==> src/rtl/pu_sequencer_if.sv <==
// Bus between the PU sequencer and its surroundings: buffer-load port,
// run control, PU operand/result lanes and the per-row result stream.
// slave: the sequencer side; master: the load path / PU / result consumer.
interface pu_sequencer_if #(
   parameter int WIDTH = 32,
   parameter int LEN   = 8,
   parameter int ROWS  = 2
);
   localparam int AW = $clog2(ROWS * LEN);
   localparam int RW = (ROWS > 1) ? $clog2(ROWS) : 1;

   logic             wr_en;
   logic             wr_sel;
   logic [AW-1:0]    wr_addr;
   logic [WIDTH-1:0] wr_data;
   logic             start;
   logic             busy;
   logic             pu_en;
   logic [WIDTH-1:0] pu_x1, pu_x2, pu_x3, pu_x4;
   logic [WIDTH-1:0] pu_w1, pu_w2, pu_w3, pu_w4;
   logic [WIDTH-1:0] pu_data;
   logic             out_valid;
   logic [RW-1:0]    out_row;
   logic [WIDTH-1:0] out_data;
   logic             done;

   modport master (
      output wr_en, wr_sel, wr_addr, wr_data, start, pu_data,
      input  busy, pu_en, pu_x1, pu_x2, pu_x3, pu_x4,
             pu_w1, pu_w2, pu_w3, pu_w4, out_valid, out_row, out_data, done
   );

   modport slave (
      input  wr_en, wr_sel, wr_addr, wr_data, start, pu_data,
      output busy, pu_en, pu_x1, pu_x2, pu_x3, pu_x4,
             pu_w1, pu_w2, pu_w3, pu_w4, out_valid, out_row, out_data, done
   );
endinterface

==> src/rtl/pu_sequencer.sv <==
// PU sequencer: holds an x vector and ROWS weight rows, streams them to the
// PU four lanes per cycle, and accumulates pu_data into one dot product per row.
// Optional feature macro: RELU_EN -- clamps negative results to zero at the
// result stage only (the accumulator itself stays raw).
module pu_sequencer #(
   parameter int WIDTH = 32,
   parameter int LEN   = 8,
   parameter int ROWS  = 2
) (
   input logic           clk,
   input logic           rst,
   pu_sequencer_if.slave bus
);
   localparam int CPR = LEN / 4;
   localparam int AW  = $clog2(ROWS * LEN);
   localparam int RW  = (ROWS > 1) ? $clog2(ROWS) : 1;
   localparam int CW  = (CPR > 1) ? $clog2(CPR) : 1;

   typedef enum logic [1:0] {IDLE, FEED, DRAIN, DONE} state_t;

   state_t           state, state_nx;
   logic [WIDTH-1:0] x_buf [LEN];
   logic [WIDTH-1:0] w_buf [ROWS*LEN];
   logic [WIDTH-1:0] x_nx  [LEN];
   logic [WIDTH-1:0] w_nx  [ROWS*LEN];
   logic [WIDTH-1:0] x_lane [4];
   logic [WIDTH-1:0] w_lane [4];
   logic [RW-1:0]    row_cnt, row_nx;
   logic [CW-1:0]    chk_cnt, chk_nx;
   logic             launch, advance;
   logic             cap_v, cap_first, cap_last;
   logic [RW-1:0]    cap_row;
   logic [WIDTH-1:0] acc, acc_nx, res;

   // State register
   always_ff @(posedge clk) begin
      if (rst) state <= IDLE;
      else     state <= state_nx;
   end

   // Next state, chunk issue control and status outputs
   always_comb begin
      state_nx  = state;
      launch    = 1'b0;
      advance   = 1'b0;
      bus.busy  = 1'b0;
      bus.pu_en = 1'b0;
      bus.done  = 1'b0;
      case (state)
         IDLE: begin
            if (bus.start) begin
               state_nx = FEED;
               launch   = 1'b1;
            end
         end
         FEED: begin
            bus.busy  = 1'b1;
            bus.pu_en = 1'b1;
            if (row_cnt == RW'(ROWS - 1) && chk_cnt == CW'(CPR - 1)) state_nx = DRAIN;
            else                                                       advance  = 1'b1;
         end
         DRAIN: begin
            bus.busy = 1'b1;
            if (bus.out_valid && bus.out_row == RW'(ROWS - 1)) state_nx = DONE;
         end
         DONE: begin
            bus.done = 1'b1;
            if (bus.start) begin
               state_nx = FEED;
               launch   = 1'b1;
            end else begin
               state_nx = IDLE;
            end
         end
         default: state_nx = IDLE;
      endcase
   end

   // Buffer contents after this cycle's write; chunk 0 of a run reads this
   // view so a write coinciding with start is already visible to the run.
   always_comb begin
      x_nx = x_buf;
      w_nx = w_buf;
      if (bus.wr_en && !bus.busy) begin
         if (!bus.wr_sel) begin
            for (int unsigned k = 0; k < LEN; k++)
               if (bus.wr_addr == AW'(k)) x_nx[k] = bus.wr_data;
         end else begin
            for (int unsigned k = 0; k < ROWS * LEN; k++)
               if (bus.wr_addr == AW'(k)) w_nx[k] = bus.wr_data;
         end
      end
   end

   // Next chunk position and the four operand lanes it selects
   always_comb begin
      row_nx = row_cnt;
      chk_nx = chk_cnt;
      if (launch) begin
         row_nx = '0;
         chk_nx = '0;
      end else if (advance) begin
         if (chk_cnt == CW'(CPR - 1)) begin
            chk_nx = '0;
            row_nx = row_cnt + 1'b1;
         end else begin
            chk_nx = chk_cnt + 1'b1;
         end
      end
      x_lane = '{default: '0};
      w_lane = '{default: '0};
      for (int unsigned k = 0; k < LEN; k++)
         if (CW'(k / 4) == chk_nx) x_lane[k % 4] = x_nx[k];
      for (int unsigned r = 0; r < ROWS; r++)
         for (int unsigned k = 0; k < LEN; k++)
            if (RW'(r) == row_nx && CW'(k / 4) == chk_nx) w_lane[k % 4] = w_nx[r * LEN + k];
   end

   // Accumulate and result-stage value
   always_comb begin
      acc_nx = cap_first ? bus.pu_data : acc + bus.pu_data;
`ifdef RELU_EN
      res = acc_nx[WIDTH-1] ? '0 : acc_nx;
`else
      res = acc_nx;
`endif
   end

   // Buffers, operand registers, capture pipeline and result outputs
   always_ff @(posedge clk) begin
      if (rst) begin
         x_buf         <= '{default: '0};
         w_buf         <= '{default: '0};
         row_cnt       <= '0;
         chk_cnt       <= '0;
         bus.pu_x1     <= '0;
         bus.pu_x2     <= '0;
         bus.pu_x3     <= '0;
         bus.pu_x4     <= '0;
         bus.pu_w1     <= '0;
         bus.pu_w2     <= '0;
         bus.pu_w3     <= '0;
         bus.pu_w4     <= '0;
         cap_v         <= 1'b0;
         cap_first     <= 1'b0;
         cap_last      <= 1'b0;
         cap_row       <= '0;
         acc           <= '0;
         bus.out_valid <= 1'b0;
         bus.out_row   <= '0;
         bus.out_data  <= '0;
      end else begin
         x_buf <= x_nx;
         w_buf <= w_nx;
         if (launch || advance) begin
            row_cnt   <= row_nx;
            chk_cnt   <= chk_nx;
            bus.pu_x1 <= x_lane[0];
            bus.pu_x2 <= x_lane[1];
            bus.pu_x3 <= x_lane[2];
            bus.pu_x4 <= x_lane[3];
            bus.pu_w1 <= w_lane[0];
            bus.pu_w2 <= w_lane[1];
            bus.pu_w3 <= w_lane[2];
            bus.pu_w4 <= w_lane[3];
         end
         // Tag the chunk on the PU this cycle; its sum shows up next cycle.
         cap_v         <= bus.pu_en;
         cap_first     <= (chk_cnt == '0);
         cap_last      <= (chk_cnt == CW'(CPR - 1));
         cap_row       <= row_cnt;
         bus.out_valid <= 1'b0;
         if (cap_v) begin
            acc <= acc_nx;
            if (cap_last) begin
               bus.out_valid <= 1'b1;
               bus.out_row   <= cap_row;
               bus.out_data  <= res;
            end
         end
      end
   end
endmodule

==> src/flat_wrapper.sv <==
// flat-port wrapper written by rule: the top's interface ports become plain ports
module pu_sequencer_flat 
#(
   parameter int WIDTH = 32,
   parameter int LEN   = 8,
   parameter int ROWS  = 2
)
  (clk, rst, bus_wr_en, bus_wr_sel, bus_wr_addr, bus_wr_data, bus_start, bus_pu_data, bus_busy, bus_pu_en, bus_pu_x1, bus_pu_x2, bus_pu_x3, bus_pu_x4, bus_pu_w1, bus_pu_w2, bus_pu_w3, bus_pu_w4, bus_out_valid, bus_out_row, bus_out_data, bus_done);
  pu_sequencer_if #(.WIDTH(WIDTH), .LEN(LEN), .ROWS(ROWS)) bus_i ();
  input logic clk;
  input logic rst;
  input wire logic [$bits(bus_i.wr_en)-1:0] bus_wr_en;
  input wire logic [$bits(bus_i.wr_sel)-1:0] bus_wr_sel;
  input wire logic [$bits(bus_i.wr_addr)-1:0] bus_wr_addr;
  input wire logic [$bits(bus_i.wr_data)-1:0] bus_wr_data;
  input wire logic [$bits(bus_i.start)-1:0] bus_start;
  input wire logic [$bits(bus_i.pu_data)-1:0] bus_pu_data;
  output wire logic [$bits(bus_i.busy)-1:0] bus_busy;
  output wire logic [$bits(bus_i.pu_en)-1:0] bus_pu_en;
  output wire logic [$bits(bus_i.pu_x1)-1:0] bus_pu_x1;
  output wire logic [$bits(bus_i.pu_x2)-1:0] bus_pu_x2;
  output wire logic [$bits(bus_i.pu_x3)-1:0] bus_pu_x3;
  output wire logic [$bits(bus_i.pu_x4)-1:0] bus_pu_x4;
  output wire logic [$bits(bus_i.pu_w1)-1:0] bus_pu_w1;
  output wire logic [$bits(bus_i.pu_w2)-1:0] bus_pu_w2;
  output wire logic [$bits(bus_i.pu_w3)-1:0] bus_pu_w3;
  output wire logic [$bits(bus_i.pu_w4)-1:0] bus_pu_w4;
  output wire logic [$bits(bus_i.out_valid)-1:0] bus_out_valid;
  output wire logic [$bits(bus_i.out_row)-1:0] bus_out_row;
  output wire logic [$bits(bus_i.out_data)-1:0] bus_out_data;
  output wire logic [$bits(bus_i.done)-1:0] bus_done;
  assign bus_i.wr_en = bus_wr_en;
  assign bus_i.wr_sel = bus_wr_sel;
  assign bus_i.wr_addr = bus_wr_addr;
  assign bus_i.wr_data = bus_wr_data;
  assign bus_i.start = bus_start;
  assign bus_i.pu_data = bus_pu_data;
  assign bus_busy = bus_i.busy;
  assign bus_pu_en = bus_i.pu_en;
  assign bus_pu_x1 = bus_i.pu_x1;
  assign bus_pu_x2 = bus_i.pu_x2;
  assign bus_pu_x3 = bus_i.pu_x3;
  assign bus_pu_x4 = bus_i.pu_x4;
  assign bus_pu_w1 = bus_i.pu_w1;
  assign bus_pu_w2 = bus_i.pu_w2;
  assign bus_pu_w3 = bus_i.pu_w3;
  assign bus_pu_w4 = bus_i.pu_w4;
  assign bus_out_valid = bus_i.out_valid;
  assign bus_out_row = bus_i.out_row;
  assign bus_out_data = bus_i.out_data;
  assign bus_done = bus_i.done;
  pu_sequencer #(.WIDTH(WIDTH), .LEN(LEN), .ROWS(ROWS)) u_core (.clk(clk), .rst(rst), .bus(bus_i));
endmodule
==> config.mk <==
export PLATFORM = sky130hd
export DESIGN_NAME = pu_sequencer_flat
export DESIGN_NICKNAME = d
export VERILOG_FILES = /design/src/rtl/pu_sequencer_if.sv /design/src/rtl/pu_sequencer.sv /design/src/flat_wrapper.sv
export SDC_FILE = /design/constraint.sdc
export NUM_CORES = 2
export LEC_CHECK = 0
export CAP_MARGIN = 30
export CORE_MARGIN = 2
export CORE_UTILIZATION = 60
export DETAILED_ROUTE_END_ITERATION = 16
export HOLD_SLACK_MARGIN = 0.15
export PLACE_DENSITY = 0.83
export SYNTH_ARGS = -nofsm -noshare
export SYNTH_HDL_FRONTEND = slang
export SYNTH_SLANG_ARGS = --single-unit
==> constraint.sdc <==
create_clock -name clk -period 6.3 [get_ports clk]
set_input_delay 0.63 -clock clk [delete_from_list [all_inputs] [get_ports clk]]
set_output_delay 0.63 -clock clk [all_outputs]
set_load 0.005 [all_outputs]
==> impl_metrics.ini <==
[worst_setup_path]
critical_path_required_ps = 6820
cp-start-kind = register
crit_fanout = 22
rr_worst_depth = 10
rrSetupSlack_ps = 2260
slowest_delay_ps = 720
r2r-end = u_core.bus.pu_w4[18]
end_kind = register
arrival_ps = 4560
slowest_stage = nor3_4
worstSetupPathType = reg -> reg
crit_chain = inv_1, ha_1, and3b_1, nand2b_1, nor3_4, buf_4, mux2i_1, o22ai_1, o311ai_1, a21oi_1
r2r-start = u_core.state[1]

[cts]
worstSkewPairLatency_ps = 680
hold_buffers = 0
cts_resized = 0
cts_setup_buffers = 0
cts_root_buf = clkbuf_16
clk_path_buf_depth = 3
cts.sinks = 1098
numCtsBuffers = 106
cts_tree = built
htreeDepth = 3
cts.clk_slew.worst_paths_ps = 60

[floorplanning]
ios = 366
start_util_pct = 60.6
core_area_mm2 = 0.0744
die_y_um = 278
die_w_um = 278
rows = 100
die_area_mm2 = 0.0774

[power_and_ir_drop]
p_seq_share_pct = 39.9
sw_frac_of_total_pct = 32.6
switching_power_mw = 6.26
p_int_mw = 13.0
pwr-share-clk_pct = 33.9
power.density_mw_per_mm2 = 366
power.leakage_nw = 19.5
p_comb_share_pct = 26.2
vdd_ir_drop_max_uv = 365

[yosys]
synth_ff_type = dfxtp_1
synth_edf_count = 0
syn_nets = 5355
ys_seq_area_share_pct = 48.7
synth_area_leader_cell = dfxtp_1
ys_async_sr_fraction_pct = 0
synth_area_leaders = dfxtp_1 49%, mux2i_1 12%, nand2_1 8.0%
syn_avg_cell_area_um2 = 8.60
yosysWarningCount = 0
synth_top_cell_area_share_pct = 48.7
synth_cells = 5244
synth-seq-cells = 1098
syn_area_mm2 = 0.0451
yosysUniqueCellTypes = 76

[global_routing]
overflow = 0
grt_pass1_wl_um = 204000
grt_usage_pct = 32.6
grt_max_degree = 243
antenna_found_initial = 5
grt_pass1_vias = 36800

[timing]
timing.final.crit_period_ps = 4040
rsz0062_at_grt = no
finalCritPeriodShare_pct = 64.2
finalMaxSlewViolations = 0
fin_skew_ps = 14.6
hold_viol = 0
maxSlewHeadroom_pct = 21.1
setup_tns_ps = 0
worst_pin_slew_ps = 1180
fmax_mhz = 247
setup_viol = 0

[run]
maxCapViolCount = 0

[finish]
final_nets = 5403
drive_gt1_share_pct = 5.96
fin_util_pct = 70.5
area_growth_pct = 16.4
fill_cells = 5669

[detailed_routing]
first_pass_iters = 10
wire_per_inst_um = 20.7
ant_nets = 0
drt-total-wl_um = 131000
drc = 0
viasPerCell = 6.11
vias = 38800
drt_iter0_drc = 3959

[hold_path]
worstHoldEndpoint = u_core.bus.out_row
hold_depth = 2
worst_hold_path_type = reg -> reg
min_from = u_core.cap_row

[outcome]
status = complete, no violations

[placed_design]
numPortBuffers = 365
dp_hpwl_um = 76100
gp_congestion = 0.871
==> state kept, by name, summed over array words and instances, names as in the netlist <==
register / count
u_core.cap_first: 1
u_core.bus.pu_w4: 32
u_core.bus.pu_x2: 32
u_core.bus.pu_x1: 32
u_core.cap_last: 1
u_core.w_buf: 512
u_core.acc: 32
u_core.bus.pu_x4: 32
u_core.state: 2
u_core.bus.pu_w2: 32
u_core.bus.out_data: 32
u_core.x_buf: 256
u_core.cap_row: 1
u_core.bus.out_row: 1
u_core.bus.out_valid: 1
u_core.chk_cnt: 1
u_core.bus.pu_w3: 32
u_core.row_cnt: 1
u_core.bus.pu_w1: 32
u_core.bus.pu_x3: 32
u_core.cap_v: 1
==> routing by layer <==
metal	routed length [um]	track usage (%)	vias up	part of all wire, %
met2	60600	52.7	1651	46
met3	10800	6.26	280	8.2
met5	20	0	-	0.015
li1	-	-	18200	-
met4	5220	13.7	4	4.0
met1	54600	42.8	18700	42
==> worst max-delay path: cells and delay by family (launching register included) <==
family / cells / cell delay [ps]
AND/OR/NAND/NOR: 3 / 1510
AO/OA/AOI/OAI: 3 / 540
multiplexers: 1 / 320
adder cells (fa/ha/maj): 1 / 430
flip-flops: 1 / 400
buffers and inverters: 2 / 620
==> power groups by stage <==
| stage | logic (mW) | clock network (mW) | registers [mW] |
|---|---|---|---|
| 2_1_floorplan | 3.13 | 0 | 7.71 |
| 3_3_place_gp | 4.84 | 0 | 7.81 |
| 3_5_place_dp | 4.89 | 0 | 7.82 |
| 4_1_cts | 4.93 | 6.56 | 7.66 |
| 5_1_grt | 5.36 | 6.84 | 7.70 |
| 6_report | 5.02 | 6.51 | 7.67 |
==> cells in the final DEF, fill, tap and decap left out, types with 10 or more instances in the layout <==
cell type        Yosys  layout
a31oi_1             13      13
o21ai_0             37      37
a21oi_1            568     564
ha_1                37      37
clkbuf_8             0      28
inv_1               17      17
mux2i_1            530     530
nand2b_1            11      11
clkinv_2             0      24
clkbuf_16            0     108
o22ai_1            129     129
nor2b_1             15      15
dfxtp_1           1098    1097
o22a_1             128     128
o211ai_1           139     139
buf_4               13      78
and3_1              10      10
clkdlybuf4s50_1      0     364
clkbuf_1           353      25
nand2_1            966     962
xnor2_1             16      16
buf_12               0      12
o311ai_1           128     128
a211oi_1            34      34
nor2_1             724     713
nand3_1             11      10
==> metrics by stage <==
stage | hold slack [ps] | setup slack [ps] | std cells | instance area, um^2 | power [mW]
final | 439 | 2260 | 6356 | 52500 | 19.2
after global routing | 467 | 2080 | 6355 | 52500 | 19.9
after CTS | 441 | 2320 | 6351 | 52400 | 19.2
after detailed placement | 432 | 1980 | 6151 | 48800 | 12.7
after global placement | 429 | 2040 | 6151 | 48800 | 12.6
after floorplan | 417 | 3590 | 5244 | 45100 | 10.8
==> synthesized netlist by cell type, types with 16 or more instances <==
cell and count:
dfxtp_1 1098, nand2_1 966, nor2_1 724, a21oi_1 568, mux2i_1 530, clkbuf_1 353, o211ai_1 139, o22ai_1 129
o22a_1 128, o311ai_1 128, buf_2 92, buf_1 57, ha_1 37, o21ai_0 37, a211oi_1 34, inv_1 17
xnor2_1 16
==> layout make-up <==
cell class                      count  area [um^2]  share of cell area, %
Clock buffer                      161         3180                   6.06
Tap cell                          969         1210                   2.31
Inverter                           18         67.6                  0.129
Clock inverter                     39          418                  0.796
Multi-Input combinational cell   3612        21100                   40.2
Timing Repair Buffer              456         4510                   8.59
Sequential cell                  1098        22000                   41.9
Antenna cell                        3         7.51                 0.0143
==> logic make-up after synthesis <==
logic type / after synthesis / share of synthesized area, %
AO/OA/AOI/OAI: 1227 / 17.5
XOR/XNOR: 19 / 0.369
adder cells (fa/ha/maj): 38 / 1.07
buffers and inverters: 534 / 4.81
flip-flops: 1098 / 48.7
multiplexers: 533 / 11.8
AND/OR/NAND/NOR: 1795 / 15.7
==> worst max-delay path by stage <==
| stage | cells past startpoint | to | start |
|---|---|---|---|
| 3_3_place_gp | 10 | u_core.bus.pu_x2[9] | bus_wr_addr[3] |
| 5_1_grt | 10 | u_core.bus.pu_w4[19] | u_core.state[1] |
| 3_5_place_dp | 10 | u_core.bus.pu_x2[6] | bus_wr_addr[3] |
| 6_report | 10 | u_core.bus.pu_w4[18] | u_core.state[1] |
| 4_1_cts | 10 | u_core.bus.pu_w4[18] | u_core.state[1] |
| 2_1_floorplan | 9 | u_core.acc[28] | bus_pu_data[7] |
Note: power is estimated with default switching activity, not from simulation.
